--- src/rtl/bin2bcd_disp.sv ---
// Sequential binary-to-BCD converter (shift-add-3) feeding a 7-segment driver.
// Ports: clk, rst_n (sync, active-low), start, bin_in -> busy, done, ovf,
// data (packed BCD, units in data[3:0]), en (high after first conversion).
// Optional build macro: BIN2BCD_SAT_EN saturates data to all nines on ovf.
module bin2bcd_disp #(
  parameter int BIN_W  = 20,
  parameter int DIGITS = 6
) (
  input  logic                  clk,
  input  logic                  rst_n,
  input  logic                  start,
  input  logic [BIN_W-1:0]      bin_in,
  output logic                  busy,
  output logic                  done,
  output logic                  ovf,
  output logic [4*DIGITS-1:0]   data,
  output logic                  en
);

  localparam int ACC_W = 4*DIGITS + 4;
  localparam int CNT_W = $clog2(BIN_W + 1);

  typedef enum logic {S_IDLE, S_SHIFT} state_t;

  state_t              r_state;
  state_t              w_state_nxt;
  logic [BIN_W-1:0]    r_bin;
  logic [ACC_W-1:0]    r_acc;
  logic [CNT_W-1:0]    r_cnt;
  logic [4*DIGITS-1:0] r_data;
  logic                r_ovf;
  logic                r_done;
  logic                r_en;

  logic                w_busy;
  logic                w_load;
  logic                w_last;
  logic [ACC_W-1:0]    w_adj;
  logic [ACC_W-1:0]    w_acc_sh;
  logic [BIN_W-1:0]    w_bin_sh;
  logic                w_ovf;
  logic [4*DIGITS-1:0] w_data_nxt;

  // state register
  always_ff @(posedge clk) begin
    if (!rst_n) r_state <= S_IDLE;
    else        r_state <= w_state_nxt;
  end

  // next-state logic
  always_comb begin
    w_state_nxt = r_state;
    unique case (r_state)
      S_IDLE:  if (start)  w_state_nxt = S_SHIFT;
      S_SHIFT: if (w_last) w_state_nxt = S_IDLE;
      default: w_state_nxt = S_IDLE;
    endcase
  end

  // output / control decode
  always_comb begin
    w_busy = (r_state == S_SHIFT);
    w_load = (r_state == S_IDLE) && start;
    w_last = (r_state == S_SHIFT) &&
             (r_cnt == CNT_W'(BIN_W - 1));
  end

  // per-digit add-3, no carry between digits (guard digit included)
  always_comb begin
    w_adj = r_acc;
    for (int d = 0; d <= DIGITS; d++) begin
      if (r_acc[4*d +: 4] >= 4'd5)
        w_adj[4*d +: 4] = r_acc[4*d +: 4] + 4'd3;
    end
  end

  // shift {acc,bin} left by one; the top accumulator bit falls off
  assign w_acc_sh = ACC_W'({w_adj, r_bin[BIN_W-1]});
  assign w_bin_sh = {r_bin[BIN_W-2:0], 1'b0};
  assign w_ovf    = |w_acc_sh[ACC_W-1 -: 4];

`ifdef BIN2BCD_SAT_EN
  assign w_data_nxt = w_ovf ? {DIGITS{4'h9}}
                            : w_acc_sh[4*DIGITS-1:0];
`else
  assign w_data_nxt = w_acc_sh[4*DIGITS-1:0];
`endif

  // datapath
  always_ff @(posedge clk) begin
    if (!rst_n) begin
      r_bin  <= '0;
      r_acc  <= '0;
      r_cnt  <= '0;
      r_data <= '0;
      r_ovf  <= 1'b0;
      r_done <= 1'b0;
      r_en   <= 1'b0;
    end else begin
      r_done <= 1'b0;
      if (w_load) begin
        r_bin <= bin_in;
        r_acc <= '0;
        r_cnt <= '0;
      end else if (w_busy) begin
        r_bin <= w_bin_sh;
        r_acc <= w_acc_sh;
        r_cnt <= r_cnt + CNT_W'(1);
        if (w_last) begin
          r_data <= w_data_nxt;
          r_ovf  <= w_ovf;
          r_done <= 1'b1;
          r_en   <= 1'b1;
        end
      end
    end
  end

  assign busy = w_busy;
  assign done = r_done;
  assign ovf  = r_ovf;
  assign data = r_data;
  assign en   = r_en;

endmodule

--- config.mk ---
export PLATFORM = sky130hd
export DESIGN_NAME = bin2bcd_disp
export DESIGN_NICKNAME = d
export VERILOG_FILES = /design/src/rtl/bin2bcd_disp.sv
export SDC_FILE = /design/constraint.sdc
export NUM_CORES = 1
export LEC_CHECK = 0
export ABC_CLOCK_PERIOD_IN_PS = 2600
export BUFFER_PORTS_ARGS = -buffer_cell sky130_fd_sc_hd__buf_4
export CORE_ASPECT_RATIO = 1.4
export CORE_MARGIN = 5
export CORE_UTILIZATION = 55
export CTS_CLUSTER_SIZE = 10
export DETAILED_ROUTE_END_ITERATION = 8
export PLACE_DENSITY = 0.85
export RECOVER_POWER = 100
export SYNTH_ARGS = -nofsm -noshare
export SYNTH_HDL_FRONTEND = slang
export SYNTH_SLANG_ARGS = --single-unit
--- constraint.sdc ---
create_clock -name clk -period 2.6 [get_ports clk]
set_input_delay 0.13 -clock clk [delete_from_list [all_inputs] [get_ports clk]]
set_output_delay 0.13 -clock clk [all_outputs]
set_load 0.005 [all_outputs]
==> results of run 1 <==
-- tightest hold or removal path, stage by stage --
cell	delay [ns]
buf_4	0.08
mux2i_1	0.05
nor3_1	0.12
-- cells in the mapped netlist, drive strengths merged --
cell type | number | area, µm²
mux2i | 24 | 240
nand2 | 36 | 138
ha | 15 | 188
a211oi | 11 | 82.6
mux2 | 7 | 78.8
nor4b | 1 | 23.8
buf | 10 | 53.8
clkbuf | 17 | 63.8
a311oi | 6 | 52.6
xor2 | 3 | 26.3
nor3 | 1 | 5.00
nand2b | 21 | 131
o21ai | 16 | 80.1
nand4 | 2 | 12.5
a41oi | 1 | 8.76
dfxtp | 81 | 1620
xnor2 | 8 | 70.1
nor2 | 71 | 267
nand3 | 7 | 35.0
inv | 17 | 63.8
a21oi | 40 | 200
nor3b | 7 | 52.6
o22ai | 26 | 163
-- area by class of cell --
cell class | count | area, µm²
clock inverter | 6 | 91.3
inverter | 17 | 63.8
multi-input combinational | 303 | 1840
timing repair buffer | 56 | 412
sequential | 81 | 1620
clock buffer | 10 | 138
tap | 74 | 92.6
fill | 538 | 2270
-- layer usage --
layer / vias to the layer above / routed length [µm]
met5: - / 0
met4: 0 / 138
met3: 12 / 425
met2: 54 / 3800
met1: 1431 / 3300
li1: 1556 / -
-- sequential cells by signal (all words and copies together) (netlist names) --
| name | cells |
|---|---|
| data | 24 |
| r_acc | 28 |
| busy | 1 |
| en | 1 |
| r_bin | 20 |
| r_cnt | 5 |
| done | 1 |
| ovf | 1 |
-- power breakdown --
group          leakage [nW]  internal [mW]  switching (mW)
clock network         0.116          0.570           0.465
logic                 0.873         0.0964           0.119
registers             0.657           1.27          0.0245
total                  1.65           1.94           0.609
-- path summary, 6_finish.rpt --
check             slack [ns]  cells past startpoint  startpoint        end
setup / recovery        0.40                      3        busy  r_acc[12]
setup reg to reg        0.40                      3        busy  r_acc[12]
hold / removal          0.07                      3   bin_in[0]   r_bin[0]
hold reg to reg         0.47                      2   r_acc[27]  r_acc[27]
-- cell families (layout without fill, tap and decap cells) --
kind of cell             Yosys count  in the layout  synth area share
XOR/XNOR                          11             11            0.0263
adder cells (fa/ha/maj)           15             15            0.0513
buffers and inverters             44             89            0.0496
AND/OR/NAND/NOR                  146            146             0.182
multiplexers                      31             31            0.0872
AO/OA/AOI/OAI                    100            100             0.160
flip-flops                        81             81             0.443
==> metrics.yaml, run 1 <==
run_status:
  outcome: "finished with violations"
  violations: "capacitance limit, slew limit"
logic_synthesis:
  avgSynthCellArea_um2: 8.54
  synth.cell_area_um2: 3660
  synth.yosys.seq_area_share: 0.443
  netlist_instances: 428
  yosysUniqueCellTypes: 27
  synth-seq-cells: 81
  yosysWarnings: 0
  synth.net_count: 466
die:
  rows: 35
  dieArea_um2: 8400
  ios: 51
  die_y_um: 106
  start_util: 0.560
  die_w_um: 78.9
  design.core.area_um2: 6530
global_routing:
  grt-ovfl-total: 0
  globalRoute.busiestLayer: "met2"
  use_met2: 0.347
  grt_pass1_vias: 3057
  grt_pass1_wl_um: 13100
  grt_start_max_net_pins: 71
  grtUsageMet1: 0.211
  antenna_found_initial: 0
  grt.total_usage: 0.195
  grt_use_met3: 0.0568
place:
  io_buffers: 50
  place_inst: 531
  hpwl_um: 5340
  dp_slack_ns: 0.724
  placed_area_um2: 4070
  finalWeightedCongestion: 0.837
drt:
  dr.pass1.iters: 4
  routed_wl_um: 7660
  drt-initial-drc-count: 133
  wl_per_cell_um: 14.0
  vias: 3053
  route.antenna.remaining_nets: 0
  drc_errors: 0
  viasPerCell: 5.58
critical_path:
  slowest_stage: "o21ai_0"
  cp.arrival_ns: 2.36
  cpLargestDelayFamily: "compound AO/OA/AOI/OAI gates"
  worst-path-buf-inv: 1
  path_cells: "o21ai_0, buf_12, a211oi_1"
  crit_required_ns: 2.76
  start_kind: "flip-flop"
  max_stage_delay_ns: 1.24
  cp-end-kind: "flip-flop"
  path_max_fanout: 23
  worst-setup-path-type: "flip-flop to flip-flop"
sta:
  hold_slack_ns: 0.0743
  finalHoldViolations: 0
  fmax_mhz: 455
  tightest_slew_ns: 1.56
  min_period_ns: 2.20
  finalSetupViolCount: 0
  tns_ns: 0
  rsz0062_at_grt: "false"
  slew_violations: 11
  setup_slack_ns: 0.400
  final.period_utilization: 0.846
  skew_ns: 0.0119
  slew_headroom: -0.0502
power_and_ir_drop:
  total_power_mw: 2.54
  leakagePower_nw: 1.65
  ir_worst_vdd_uv: 446
  powerDensity_nw_per_um2: 598
cells_and_area:
  fin_area_um2: 4260
  area_delta_synth_final_pct: 16.4
  final_core_util: 0.652
  nets: 506
  antenna_cells: 0
  final_cells: 547
  drive_gt1_frac: 0.159
  final_common_cell: "dfxtp_1"
  final_cell_mix: "80 x dfxtp_1, 71 x nor2_1, 40 x a21oi_1"
clock_network:
  postCtsSetupBuffers: 0
  htree_levels: 3
  clock_tree.buffer_depth: 2
  worstSkewPairLatency_ns: 0.36
  cts_tree: "done"
  cts_buffers: 9
  cts-root-buf: "clkbuf_8"
  clkTransAtPathRegs_ns: 0.08
  cts_resized: 0
  cts_hold_buf: 0
  cts.sinks: 81
min_path:
  hold_path_class: "primary input to flip-flop"
job:
  drv_cap: 1
Note: power is estimated with default switching activity, not from simulation.
==> run 2, diff against run 1 <==
- ABC_CLOCK_PERIOD_IN_PS: 2600 -> 1900
- CORE_UTILIZATION: 55 -> 51
- PLACE_DENSITY: 0.85 -> 0.83
- clock period: 2.6 -> 1.9 ns (I/O delays scaled with it)
==> metrics.yaml, run 2 (synthesis gave the netlist of run 1 again) <==
min_path:
  hold_path.startpoint: "bin_in[0]"
  whs_path_depth: 3
  hold_path_class: "primary input to flip-flop"
  min_to: "r_bin[0]"
drt:
  met1Wirelength_um: 3110
  route.antenna.remaining_nets: 0
  drt-initial-drc-count: 170
  wl_per_cell_um: 13.5
  top_layer_used: "met4"
  drc_errors: 0
  wl_met2_um: 3950
  viasPerCell: 5.42
  wl_met3_um: 426
  vias: 3082
  dr.pass1.iters: 4
  routed_wl_um: 7670
sta:
  final.period_utilization: 0.884
  finalHoldViolations: 0
  tns_ns: 0
  slew_violations: 0
  rsz0062_at_grt: "false"
  slew_headroom: 0.496
  finalSetupViolCount: 0
  skew_ns: 0.00939
  fmax_mhz: 595
  min_period_ns: 1.68
  setup_slack_ns: 0.220
  tightest_slew_ns: 0.757
cells_and_area:
  drive_gt1_frac: 0.152
  largest_reg_flops: 28
  area_delta_synth_final_pct: 17.2
  nFillCells: 623
  final_common_cell: "dfxtp_1"
  final_cell_mix: "81 x dfxtp_1, 71 x nor2_1, 40 x a21oi_1"
  final_core_util: 0.614
  nets: 508
  antenna_cells: 0
  top_register: "r_acc"
clock_network:
  postCtsSetupBuffers: 0
  cts_buffers: 9
  clkTransAtPathRegs_ns: 0.08
  clock_tree.buffer_depth: 2
  cts-root-buf: "clkbuf_8"
  worstSkewPairLatency_ns: 0.34
  cts_tree: "done"
  htree_levels: 3
  cts_hold_buf: 0
  cts_resized: 0
  cts.sinks: 81
place:
  finalWeightedCongestion: 0.765
  io_buffers: 50
  dp_slack_ns: 0.149
  hpwl_um: 5360
die:
  die_y_um: 110
  start_util: 0.524
  design.core.area_um2: 6980
  ios: 51
  rows: 36
  dieArea_um2: 8990
  die_w_um: 81.6
global_routing:
  antenna_found_initial: 0
  grt_pass1_vias: 3125
  grt_pass1_wl_um: 13100
  grt.total_usage: 0.184
  grt-ovfl-total: 0
  grt_start_max_net_pins: 41
power_and_ir_drop:
  leakagePower_nw: 1.63
  powerDensity_nw_per_um2: 756
  ir_worst_vdd_uv: 560
  total_power_mw: 3.24
critical_path:
  max_stage_delay_ns: 0.62
  path_max_fanout: 40
  reg2reg_depth: 4
  slowest_stage: "clkbuf_2"
  path_cells: "clkbuf_2, o21ai_2, buf_4, o22ai_1"
  r2r_end: "r_acc[14]"
  r2r-start: "busy"
  start_kind: "flip-flop"
  crit_required_ns: 2.15
  cp-end-kind: "flip-flop"
  worst-setup-path-type: "flip-flop to flip-flop"
  cp.arrival_ns: 1.93
  r2r_slack_ns: 0.22
run_status:
  outcome: "finished, final reports clean"
job:
  drv_cap: 0
-- run 2: cell types whose count changed in the layout (fill, tap and decap cells not counted), moves of 2 or more --
cell	change
mux2_2	-5
clkbuf_4	+2
clkinv_4	-3
mux2_1	+5
-- run 2: worst max-delay path, delay by kind of cell, from the launching register on --
kind / cells / cell delay, ns
flops: 1 / 0.38
buf+inv: 2 / 0.85
compound gates: 2 / 0.33
-- run 2: per-layer routing --
layer,GRT usage,vias up
li1,-,1554
met1,0.191,1442
met2,0.333,70
met3,0.0545,16
met4,0.0903,0
met5,0,-
-- run 2: cell type report --
type,count,area [µm²],share of cell area
Sequential cell,81,1620,0.378
Clock buffer,12,135,0.0315
Timing Repair Buffer,58,447,0.104
Inverter,17,63.8,0.0149
Tap cell,95,119,0.0277
Multi-Input combinational cell,303,1860,0.433
Clock inverter,3,42.5,0.00992
-- run 2: worst max path at each step --
stage / startpoint / end / slack (ns) / cells past startpoint
3_5_place_dp: r_cnt[0] / data[6] / 0.15 / 5
5_1_grt: r_cnt[0] / data[7] / 0.04 / 6
4_1_cts: r_cnt[0] / data[6] / 0.15 / 5
6_report: busy / r_acc[14] / 0.22 / 4
3_3_place_gp: r_cnt[0] / data[5] / 0.27 / 5
2_1_floorplan: r_acc[24] / r_acc[26] / 0.40 / 6
-- run 2: power by group --
group	internal (mW)	leakage, nW	switching, mW	total (mW)
Sequential	1.74	0.657	0.0282	1.76
Clock	0.600	0.0864	0.574	1.17
Combinational	0.134	0.889	0.169	0.303
-- run 2: through the flow --
step | cells | hold slack (ns) | cell area [µm²]
5_1_grt | 569 | 0.125 | 4290
3_5_place_dp | 554 | 0.422 | 4120
4_1_cts | 569 | 0.0572 | 4300
6_report | 569 | 0.0644 | 4290
3_3_place_gp | 554 | 0.391 | 4120
2_1_floorplan | 428 | 0.290 | 3660
==> run 3, diff against run 2 <==
- PLACE_DENSITY: 0.83 -> 0.85
==> metrics.yaml, run 3 (synthesis gave the netlist of run 1 again) <==
cells_and_area:
  nets: 508
  multi_input_area_um2: 1860
  drive_gt1_frac: 0.147
  fin_area_um2: 4340
  area_delta_synth_final_pct: 18.6
  final_cell_mix: "81 x dfxtp_1, 71 x nor2_1, 40 x a21oi_1"
  top_register: "r_acc"
  seqCellArea_um2: 1620
  largest_reg_flops: 28
  antenna_cells: 0
  final_common_cell: "dfxtp_1"
  nFillCells: 616
sta:
  hold_slack_ns: 0.0737
  final.period_utilization: 0.907
  skew_ns: 0.00975
  finalHoldViolations: 0
  min_period_ns: 1.72
  slew_violations: 0
  rsz0062_at_grt: "false"
  tns_ns: 0
  fmax_mhz: 580
  slew_headroom: 0.506
  tightest_slew_ns: 0.741
  finalSetupViolCount: 0
power_and_ir_drop:
  powerDensity_nw_per_um2: 849
  ir_worst_vdd_uv: 615
  leakagePower_nw: 1.66
die:
  design.core.area_um2: 6980
  die_y_um: 110
  rows: 36
  ios: 51
  die_w_um: 81.6
  start_util: 0.524
  dieArea_um2: 8990
global_routing:
  grt_start_max_net_pins: 42
  grt.total_usage: 0.195
  grt_pass1_vias: 3125
  grt_pass1_wl_um: 13700
  antenna_found_initial: 0
  grt-ovfl-total: 0
critical_path:
  path_max_fanout: 3
  cp-end-kind: "flip-flop"
  crit_required_ns: 2.18
  cp.arrival_ns: 2.00
  start_kind: "flip-flop"
  worst-setup-path-type: "flip-flop to flip-flop"
place:
  io_buffers: 50
  hpwl_um: 5490
  finalWeightedCongestion: 0.796
  placed_area_um2: 4110
clock_network:
  cts.sinks: 81
  worstSkewPairLatency_ns: 0.36
  cts_buffers: 9
  clock_tree.buffer_depth: 2
  cts_hold_buf: 0
  cts_tree: "done"
  clkTransAtPathRegs_ns: 0.08
  htree_levels: 3
  cts_resized: 0
  cts-root-buf: "clkbuf_8"
  postCtsSetupBuffers: 0
drt:
  viasPerCell: 5.40
  route.antenna.remaining_nets: 0
  vias: 3080
  dr.pass1.iters: 7
  routed_wl_um: 7840
  drc_errors: 0
  drt-initial-drc-count: 235
  wl_per_cell_um: 13.8
run_status:
  outcome: "finished, final reports clean"
min_path:
  hold_path_class: "primary input to flip-flop"
job:
  drv_cap: 0
[run 3: through the flow]
| step | setup WS, ns | std cells | utilization | power, mW |
|---|---|---|---|---|
| after floorplan | 0.403 | 428 | - | 2.01 |
| after global placement | 0.349 | 554 | 0.589 | 2.09 |
| after detailed placement | 0.235 | 554 | 0.589 | 2.11 |
| after CTS | 0.204 | 570 | 0.626 | 3.71 |
| after global routing | 0.0263 | 570 | 0.621 | 3.84 |
| final | 0.176 | 570 | 0.621 | 3.68 |
[run 3: power breakdown]
part	leakage (nW)	switching, mW	internal (mW)
clock network	0.130	0.608	1.00
registers	0.657	0.0282	1.74
logic	0.874	0.173	0.134
total	1.66	0.809	2.87
[run 3: final cells by class]
cell class              instances  area share
clock inverters                 6      0.0300
clock buffers                  10      0.0294
well taps                      95      0.0274
flip-flops and latches         81       0.374
repair buffers                 58      0.0969
multi-input cells             303       0.428
inverters                      17      0.0147
[run 3: metal layers]
metal	vias up	wire, µm	track usage
li1	1553	-	-
met1	1439	3200	0.214
met2	78	4000	0.346
met3	10	531	0.0667
met4	0	108	0.0653
met5	-	0	0
[run 3: path summary, 6_finish.rpt]
path,endpoint,slack [ns],depth (start not counted),startpoint
max,data[14],0.18,6,r_acc[13]
min,r_bin[0],0.07,3,bin_in[0]
max reg2reg,data[14],0.18,6,r_acc[13]
min reg2reg,en,0.48,2,en
[run 3: worst max-delay path, stage by stage (launching register included)]
cell and delay (ns):
dfxtp_1 0.36, inv_1 0.09, ha_1 0.18, nand2b_1 0.16, a21oi_1 0.28, mux2_1 0.40
o22ai_1 0.17
